**config.mk**
```make
export PLATFORM = sky130hd
export DESIGN_NAME = pattern_tx
export DESIGN_NICKNAME = d
export VERILOG_FILES = /design/src/rtl/pattern_tx.sv
export SDC_FILE = /design/constraint.sdc
export NUM_CORES = 1
export LEC_CHECK = 0
export ABC_AREA = 0
export CAP_MARGIN = 20
export CORE_ASPECT_RATIO = 0.75
export CORE_MARGIN = 2
export CORE_UTILIZATION = 54
export DETAILED_ROUTE_END_ITERATION = 10
export PLACE_DENSITY = 0.84
export SLEW_MARGIN = 10
export SYNTH_ARGS = -nofsm -noshare
export SYNTH_HDL_FRONTEND = slang
export SYNTH_SLANG_ARGS = --single-unit
```
**constraint.sdc**
```tcl
create_clock -name clk -period 4.5 [get_ports clk]
set_input_delay 0.9 -clock clk [delete_from_list [all_inputs] [get_ports clk]]
set_output_delay 0.9 -clock clk [all_outputs]
set_load 0.05 [all_outputs]
```
**src/rtl/pattern_tx.sv**
```systemverilog
// Nibble-stream transmitter feeding a 4-bit pattern detector: sends fixed
// 4-nibble frames or a user word, optionally repeated, with idle gaps.
module pattern_tx #(
    parameter int unsigned GAP         = 0,
    parameter logic [3:0]  IDLE_NIBBLE = 4'hF
) (
    input  logic        clk,
    input  logic        reset_n,
    input  logic        start,
    input  logic [1:0]  sel,
    input  logic [15:0] payload,
    input  logic [3:0]  rep,
    input  logic        abort,
    output logic [3:0]  dout,
    output logic        dout_valid,
    output logic        busy,
    output logic        done,
    output logic        err
);

    typedef enum logic [1:0] {
        S_IDLE = 2'd0,
        S_SEND = 2'd1,
        S_GAP  = 2'd2,
        S_DONE = 2'd3
    } state_t;

    localparam logic        HAS_GAP  = (GAP != 0);
    localparam logic [3:0]  GAP_LOAD = HAS_GAP ? 4'(GAP - 1) : 4'd0;
    localparam logic [15:0] PATTERN1 = 16'h0531;
    localparam logic [15:0] PATTERN2 = 16'h0619;

    state_t      state;
    state_t      next_state;

    logic [1:0]  sel_q;
    logic [15:0] payload_q;
    logic [3:0]  rep_q;

    logic [1:0]  idx;
    logic [3:0]  frame_cnt;
    logic [3:0]  gap_cnt;
    logic        err_q;

    logic        accept;
    logic        illegal;
    logic        last_nibble;

    // Nibble i of the selected frame; index 0 is the most significant nibble.
    function automatic logic [3:0] nibble_at(input logic [1:0]  s,
                                             input logic [15:0] word,
                                             input logic [1:0]  i);
        logic [15:0] frame;
        logic [3:0]  nib;
        case (s)
            2'b00:   frame = PATTERN1;
            2'b01:   frame = PATTERN2;
            default: frame = word;
        endcase
        case (i)
            2'd0:    nib = frame[15:12];
            2'd1:    nib = frame[11:8];
            2'd2:    nib = frame[7:4];
            default: nib = frame[3:0];
        endcase
        return nib;
    endfunction

    assign accept      = (state == S_IDLE) && start && (sel != 2'b11);
    assign illegal     = (state == S_IDLE) && start && (sel == 2'b11);
    assign last_nibble = (idx == 2'd3) && (frame_cnt == rep_q);

    always_ff @(posedge clk or negedge reset_n) begin
        if (!reset_n) begin
            state <= S_IDLE;
        end else begin
            state <= next_state;
        end
    end

    always_comb begin
        next_state = state;
        case (state)
            S_IDLE: begin
                if (accept) next_state = S_SEND;
            end
            S_SEND: begin
                if (abort)            next_state = S_IDLE;
                else if (last_nibble) next_state = S_DONE;
                else if (HAS_GAP)     next_state = S_GAP;
                else                  next_state = S_SEND;
            end
            S_GAP: begin
                if (abort)               next_state = S_IDLE;
                else if (gap_cnt == 4'd0) next_state = S_SEND;
            end
            S_DONE: begin
                next_state = S_IDLE;
            end
            default: next_state = S_IDLE;
        endcase
    end

    always_comb begin
        dout       = IDLE_NIBBLE;
        dout_valid = 1'b0;
        busy       = (state != S_IDLE);
        done       = 1'b0;
        err        = err_q;
        case (state)
            S_SEND: begin
                dout_valid = 1'b1;
                dout       = nibble_at(sel_q, payload_q, idx);
            end
            S_DONE: begin
                done = 1'b1;
            end
            default: ;
        endcase
    end

    // Sequencing counters: nibble index, frame count, gap down-counter.
    always_ff @(posedge clk or negedge reset_n) begin
        if (!reset_n) begin
            idx       <= 2'd0;
            frame_cnt <= 4'd0;
            gap_cnt   <= 4'd0;
            err_q     <= 1'b0;
        end else begin
            err_q <= illegal;
            if (accept) begin
                idx       <= 2'd0;
                frame_cnt <= 4'd0;
            end else if ((state == S_SEND) && !abort && !last_nibble) begin
                idx <= idx + 2'd1;
                if (idx == 2'd3) frame_cnt <= frame_cnt + 4'd1;
            end
            if ((state == S_SEND) && (next_state == S_GAP)) begin
                gap_cnt <= GAP_LOAD;
            end else if ((state == S_GAP) && (gap_cnt != 4'd0)) begin
                gap_cnt <= gap_cnt - 4'd1;
            end
        end
    end

    // Request copies are only captured on an accepted start, so they need no reset.
    always_ff @(posedge clk) begin
        if (accept) begin
            sel_q     <= sel;
            payload_q <= payload;
            rep_q     <= rep;
        end
    end

endmodule

```
==> flow_summary.json, run 1 <==
{
  "run_status": "completed",
  "grt_max_degree": 23,
  "regArea_um2": 986,
  "arrival_ps": 2520,
  "cts_sinks": 35,
  "antenna_found_initial": 0,
  "grt.busiest_layer": "met2",
  "post_drt_wl_per_cell_um": 15.6,
  "placedInstanceArea_um2": 1990,
  "p_per_area_nw_per_um2": 406,
  "track_usage_pct": 22.5,
  "hold_class": "reg -> reg",
  "synth_common_cells": "22 x edfxtp_1, 18 x nand2_1, 13 x dfrtp_1",
  "path_class": "reg -> out",
  "r2r-start": "state[0]",
  "whs_path_depth": 1,
  "clk_latency_ps": 290,
  "r2r_cells": 3,
  "holdBufCountCts": 0,
  "ir_worst_vdd_mv": 0.285,
  "total_power_mw": 0.843,
  "end_kind": "output port",
  "num-fill-cells": 213,
  "maxCapViolCount": 0,
  "ys_seq_area_share_pct": 60.8,
  "use_met2_pct": 35.8,
  "tightest_slew_ps": 812,
  "synth_edf_count": 22,
  "ys_types": 33,
  "antenna-diode-count": 0,
  "required_ps": 3600,
  "start_kind": "flip-flop",
  "final.period_utilization_pct": 76.0,
  "ys_seq_elements": 35,
  "clk_pin_slew_ps": 70,
  "min_to": "gap_cnt[3]",
  "period_minus_slack_ps": 3420,
  "synth_most_common_cell": "edfxtp_1",
  "grt_use_met3_pct": 9.47,
  "synth_top_area_cell": "edfxtp_1",
  "cts_tree": "built",
  "setup_tns_ps": 0,
  "dieArea_um2": 3460,
  "row_count": 17,
  "internal_power_mw": 0.570,
  "setup_viol": 0,
  "p_switching_mw": 0.272,
  "r2r_slack_ps": 2520,
  "rsz0062_at_grt": "false",
  "swShare_pct": 32.3,
  "grt_pass1_wl_mm": 5.36,
  "synth_fp_nets": 164,
  "cts.path.max_buffers": 2,
  "p_comb_share_pct": 27.8,
  "yosysTopAreaCellShare_pct": 40.8,
  "syn_area_per_cell_um2": 12.4,
  "maxSlewViolCount": 0,
  "cts_buffers": 5,
  "netlist_area_um2": 1620,
  "num_vias": 1132,
  "gp_congestion": 0.806,
  "holdCritStartpoint": "gap_cnt[3]",
  "hold_viol": 0,
  "htreeDepth": 2,
  "cts_resized": 0,
  "r2r-end": "payload_q[5]",
  "root_buffer": "clkbuf_8",
  "cts_setup_buffers": 0,
  "p_leak_nw": 0.845,
  "place.port_buffers": 33,
  "grt_pass1_vias": 1085,
  "io_pins": 34,
  "final_nets": 203,
  "layout-drive-gt1-share_pct": 6.43,
  "vias_per_cell": 5.42,
  "synthFlopType": "edfxtp_1",
  "first_iter_violations": 83,
  "power.share.sequential_pct": 46.7,
  "multi_input_area_um2": 589,
  "initial_core_util_pct": 56.0,
  "synthTopCellsByArea": "edfxtp_1 41%, dfrtp_1 20%, ha_1 5.4%",
  "path_max_fanout": 6,
  "ant_nets": 0,
  "die_h_um": 51.4,
  "slew_headroom_pct": 45.8,
  "fmax_mhz": 292,
  "fin_area_um2": 2070,
  "syn_to_final_growth_pct": 28.0,
  "synth_warnings": 0,
  "async_flop_share_pct": 37.1,
  "use_met1_pct": 28.6,
  "synth_cells": 131,
  "drc": 0,
  "dieWidth_um": 67.3,
  "grt-ovfl-total": 0,
  "fin_skew_ps": 5.57,
  "layout.cells.non_filler": 209,
  "clkPwrFrac_pct": 25.4,
  "wirelength_mm": 3.25,
  "hpwl_mm": 2.44,
  "dp.cells": 201,
  "fp.coreArea_um2": 2890,
  "drtPass1Iterations": 4
}
-- metal layers --
metal	part of all wire, %	routed length (µm)	vias to the layer above
met2	49	1610	33
met5	0	0	-
met3	6.1	198	4
met4	0.89	29	0
li1	-	-	548
met1	43	1410	547
-- power by group through the flow --
| stage | clock network, mW | logic, mW | registers, mW |
|---|---|---|---|
| detailed placement | 0 | 0.233 | 0.400 |
| global route | 0.233 | 0.254 | 0.398 |
| finish | 0.214 | 0.234 | 0.394 |
| floorplan | 0 | 0.152 | 0.393 |
| global placement | 0 | 0.218 | 0.397 |
| CTS | 0.218 | 0.234 | 0.394 |
-- through the flow --
stage | hold WS (ps) | setup slack, ps | util (%)
2_1_floorplan | 468 | 1590 | -
3_3_place_gp | 483 | 1570 | 68.9
3_5_place_dp | 497 | 1410 | 68.9
4_1_cts | 506 | 1090 | 71.7
5_1_grt | 541 | 913 | 71.7
6_report | 507 | 1080 | 71.7
-- flip-flops by register name (all words and copies together) (netlist names) --
| signal | flops |
|---|---|
| state | 2 |
| rep_q | 4 |
| idx | 2 |
| gap_cnt | 4 |
| frame_cnt | 4 |
| payload_q | 16 |
| sel_q | 2 |
| err | 1 |
-- cell usage in the layout, fill, tap and decap left out, types with 2 or more instances in the layout --
cell,instances
ha_1,7
nand3_1,3
edfxtp_1,22
a21oi_1,2
a32o_1,2
inv_1,11
o21ai_2,2
clkbuf_8,5
nor3_1,2
clkinv_1,2
nor2_1,5
nand2b_1,6
o21ai_0,7
dfrtp_1,13
a221o_1,2
clkdlybuf4s50_1,33
xnor2_1,2
nor2b_1,4
mux2i_1,7
nand2_1,18
-- final cells by class --
class                      instances  area share, %
clock buffer                       6           3.50
clock inverter                     2          0.362
inverter                          11           1.99
multi-input combinational         84           28.4
sequential                        35           47.5
tap                               38           2.29
timing repair buffer              33           15.9
-- critical path, cell delays in order, from the launching register on --
cell and delay [ps]:
dfrtp_1 450, inv_1 100, ha_1 280, a222oi_1 380, nand2_1 110, o211ai_1 110
nand3_1 100, clkdlybuf4s50_1 700
-- worst max-delay path by stage --
stage / from / end / slack (ps)
after floorplan: idx[0] / dout[0] / 1590
after global placement: idx[0] / dout[1] / 1570
after detailed placement: idx[0] / dout[1] / 1410
after CTS: idx[0] / dout[1] / 1090
after global routing: idx[0] / dout[1] / 910
final: idx[0] / dout[3] / 1080
-- cell families (layout without fill, tap and decap cells) --
family,count (synthesis),in the layout,synth area share (%)
adder cells (fa/ha/maj),7,7,5.41
flip-flops,35,35,60.8
buffers and inverters,12,52,2.78
multiplexers,7,7,4.32
AND/OR/NAND/NOR,43,43,13.4
XOR/XNOR,3,3,1.62
AO/OA/AOI/OAI,24,24,11.7
(Power assumes the default switching activity.)
==> run 2, diff against run 1 <==
--- a/config.mk
+++ b/config.mk
@@ -9,9 +9,9 @@
 export CAP_MARGIN = 20
 export CORE_ASPECT_RATIO = 0.75
 export CORE_MARGIN = 2
-export CORE_UTILIZATION = 54
+export CORE_UTILIZATION = 50
 export DETAILED_ROUTE_END_ITERATION = 10
-export PLACE_DENSITY = 0.84
+export PLACE_DENSITY = 0.78
 export SLEW_MARGIN = 10
 export SYNTH_ARGS = -nofsm -noshare
 export SYNTH_HDL_FRONTEND = slang
==> constraint.sdc (replaced) <==
create_clock -name clk -period 3.5 [get_ports clk]
set_input_delay 0.7 -clock clk [delete_from_list [all_inputs] [get_ports clk]]
set_output_delay 0.7 -clock clk [all_outputs]
set_load 0.05 [all_outputs]
==> run 2 against run 1 <==
Net effect: register-to-register slack worse by 1000 ps; setup slack worse by 780 ps; critical path type unchanged; total power is 29% higher; cell count stayed put; final area is 0.42% higher; first-iteration DRC count is 20% lower; count of clock-buffer cells in the layout is 1 lower; core utilization is 2.7 points lower; hold slack better by 5.4 ps; global-route usage is 3.5 points lower; clock power is 34% higher.
==> flow_summary.json, run 2 (same netlist as run 1, synthesis figures left out) <==
{
  "antenna_found_initial": 0,
  "cts_sinks": 35,
  "holdBufCountCts": 0,
  "largest_reg_flops": 16,
  "start_kind": "flip-flop",
  "drtPass1Iterations": 4,
  "first_iter_violations": 66,
  "multi_input_area_um2": 589,
  "p_leak_nw": 0.847,
  "run_status": "completed",
  "io_pins": 34,
  "path_max_fanout": 6,
  "ant_nets": 0,
  "rsz0062_at_grt": "false",
  "r2r_cells": 3,
  "dieWidth_um": 69.7,
  "fin_skew_ps": 8.37,
  "layout.cells.non_filler": 209,
  "period_minus_slack_ps": 3200,
  "htreeDepth": 2,
  "dp.cells": 201,
  "cts_tree": "built",
  "cts_resized": 0,
  "cp_cell_sequence": "inv_1 > ha_1 > a22oi_1 > o21ai_0 > a221o_1 > clkdlybuf4s50_1",
  "wirelength_mm": 3.10,
  "die_h_um": 53.3,
  "fmax_mhz": 313,
  "layout_commonest_cell": "clkdlybuf4s50_1",
  "arrival_ps": 2500,
  "clk_latency_ps": 290,
  "hold_viol": 0,
  "grt_max_degree": 23,
  "dieArea_um2": 3720,
  "clk_pin_slew_ps": 80,
  "wl_met2_mm": 1.42,
  "met3_length_um": 188,
  "worst-path-stages": 6,
  "grt_pass1_wl_mm": 5.16,
  "gp_congestion": 0.755,
  "p_per_area_nw_per_um2": 524,
  "met1_length_mm": 1.45,
  "end_kind": "output port",
  "pre_cts_slack_ps": 658,
  "hold_class": "reg -> reg",
  "num-fill-cells": 215,
  "vias_per_cell": 5.36,
  "maxSlewViolCount": 0,
  "grt-ovfl-total": 0,
  "regArea_um2": 986,
  "antenna-diode-count": 0,
  "cp_num_buf_inv": 2,
  "cts.path.max_buffers": 2,
  "required_ps": 2800,
  "maxCapViolCount": 0,
  "final_critical_path_setup_slack_ps": 303,
  "tightest_slew_ps": 814,
  "top_layer_used": "met4",
  "syn_to_final_growth_pct": 28.6,
  "slowest_stage": "clkdlybuf4s50_1",
  "whs_path_depth": 1,
  "drc": 0,
  "num_vias": 1120,
  "final_nets": 203,
  "slew_headroom_pct": 45.7,
  "fp.coreArea_um2": 3020,
  "critPathMaxStageDelay_ps": 700,
  "hpwl_mm": 2.31,
  "ir_worst_vdd_mv": 0.296,
  "setup_tns_ps": 0,
  "grt_pass1_vias": 1111,
  "track_usage_pct": 19.0,
  "cp_top_family": "buffers and inverters",
  "setup_viol": 0,
  "initial_core_util_pct": 53.6,
  "row_count": 17,
  "top_register": "payload_q",
  "path_class": "reg -> out",
  "root_buffer": "clkbuf_8",
  "layout-drive-gt1-share_pct": 7.60,
  "fin_area_um2": 2080,
  "holdWs_ps": 512,
  "final.period_utilization_pct": 91.3,
  "post_drt_wl_per_cell_um": 14.8,
  "place.port_buffers": 33,
  "layout_common_cells": "33 x clkdlybuf4s50_1, 22 x edfxtp_1, 18 x nand2_1, 13 x dfrtp_1, 11 x inv_1",
  "placedInstanceArea_um2": 1990,
  "cts_buffers": 5,
  "cts_setup_buffers": 0
}
[run 2: layout make-up]
type,instances,share of cell area (%)
tap,38,2.28
sequential,35,47.3
multi-input combinational,84,28.3
inverter,11,1.98
clock inverter,3,0.961
timing repair buffer,33,15.9
clock buffer,5,3.30
[run 2: worst reg2reg max path, cell delays in order, from the launching register on]
cell     delay, ps
dfrtp_1        430
nor2_1         200
nand3_1        300
inv_1          710
[run 2: report_power, final]
group          switching (mW)  internal (mW)  leakage (nW)
logic                   0.178          0.121         0.422
clock network           0.147          0.138        0.0418
registers              0.0298          0.476         0.383
[run 2: worst paths after layout]
kind                            startpoint            to  slack, ps
max in group asynchronous          reset_n           err       2330
worst min register to register  gap_cnt[3]    gap_cnt[3]        510
worst max register to register    state[0]  payload_q[8]       1480
worst min-delay path            gap_cnt[3]    gap_cnt[3]        510
min in group asynchronous          reset_n  frame_cnt[2]        780
worst max-delay path                idx[0]       dout[1]        300
[run 2: metal layers]
layer	track usage, %	vias to the layer above
met4	8.33	0
met5	0	-
met3	6.29	5
met2	29.6	42
li1	-	553
met1	24.6	520
[run 2: stage by stage]
step / power, mW / utilization (%)
final: 1.09 / 69.0
after global routing: 1.15 / 69.0
after CTS: 1.10 / 69.0
after detailed placement: 0.810 / 66.0
after global placement: 0.791 / 66.0
after floorplan: 0.700 / -
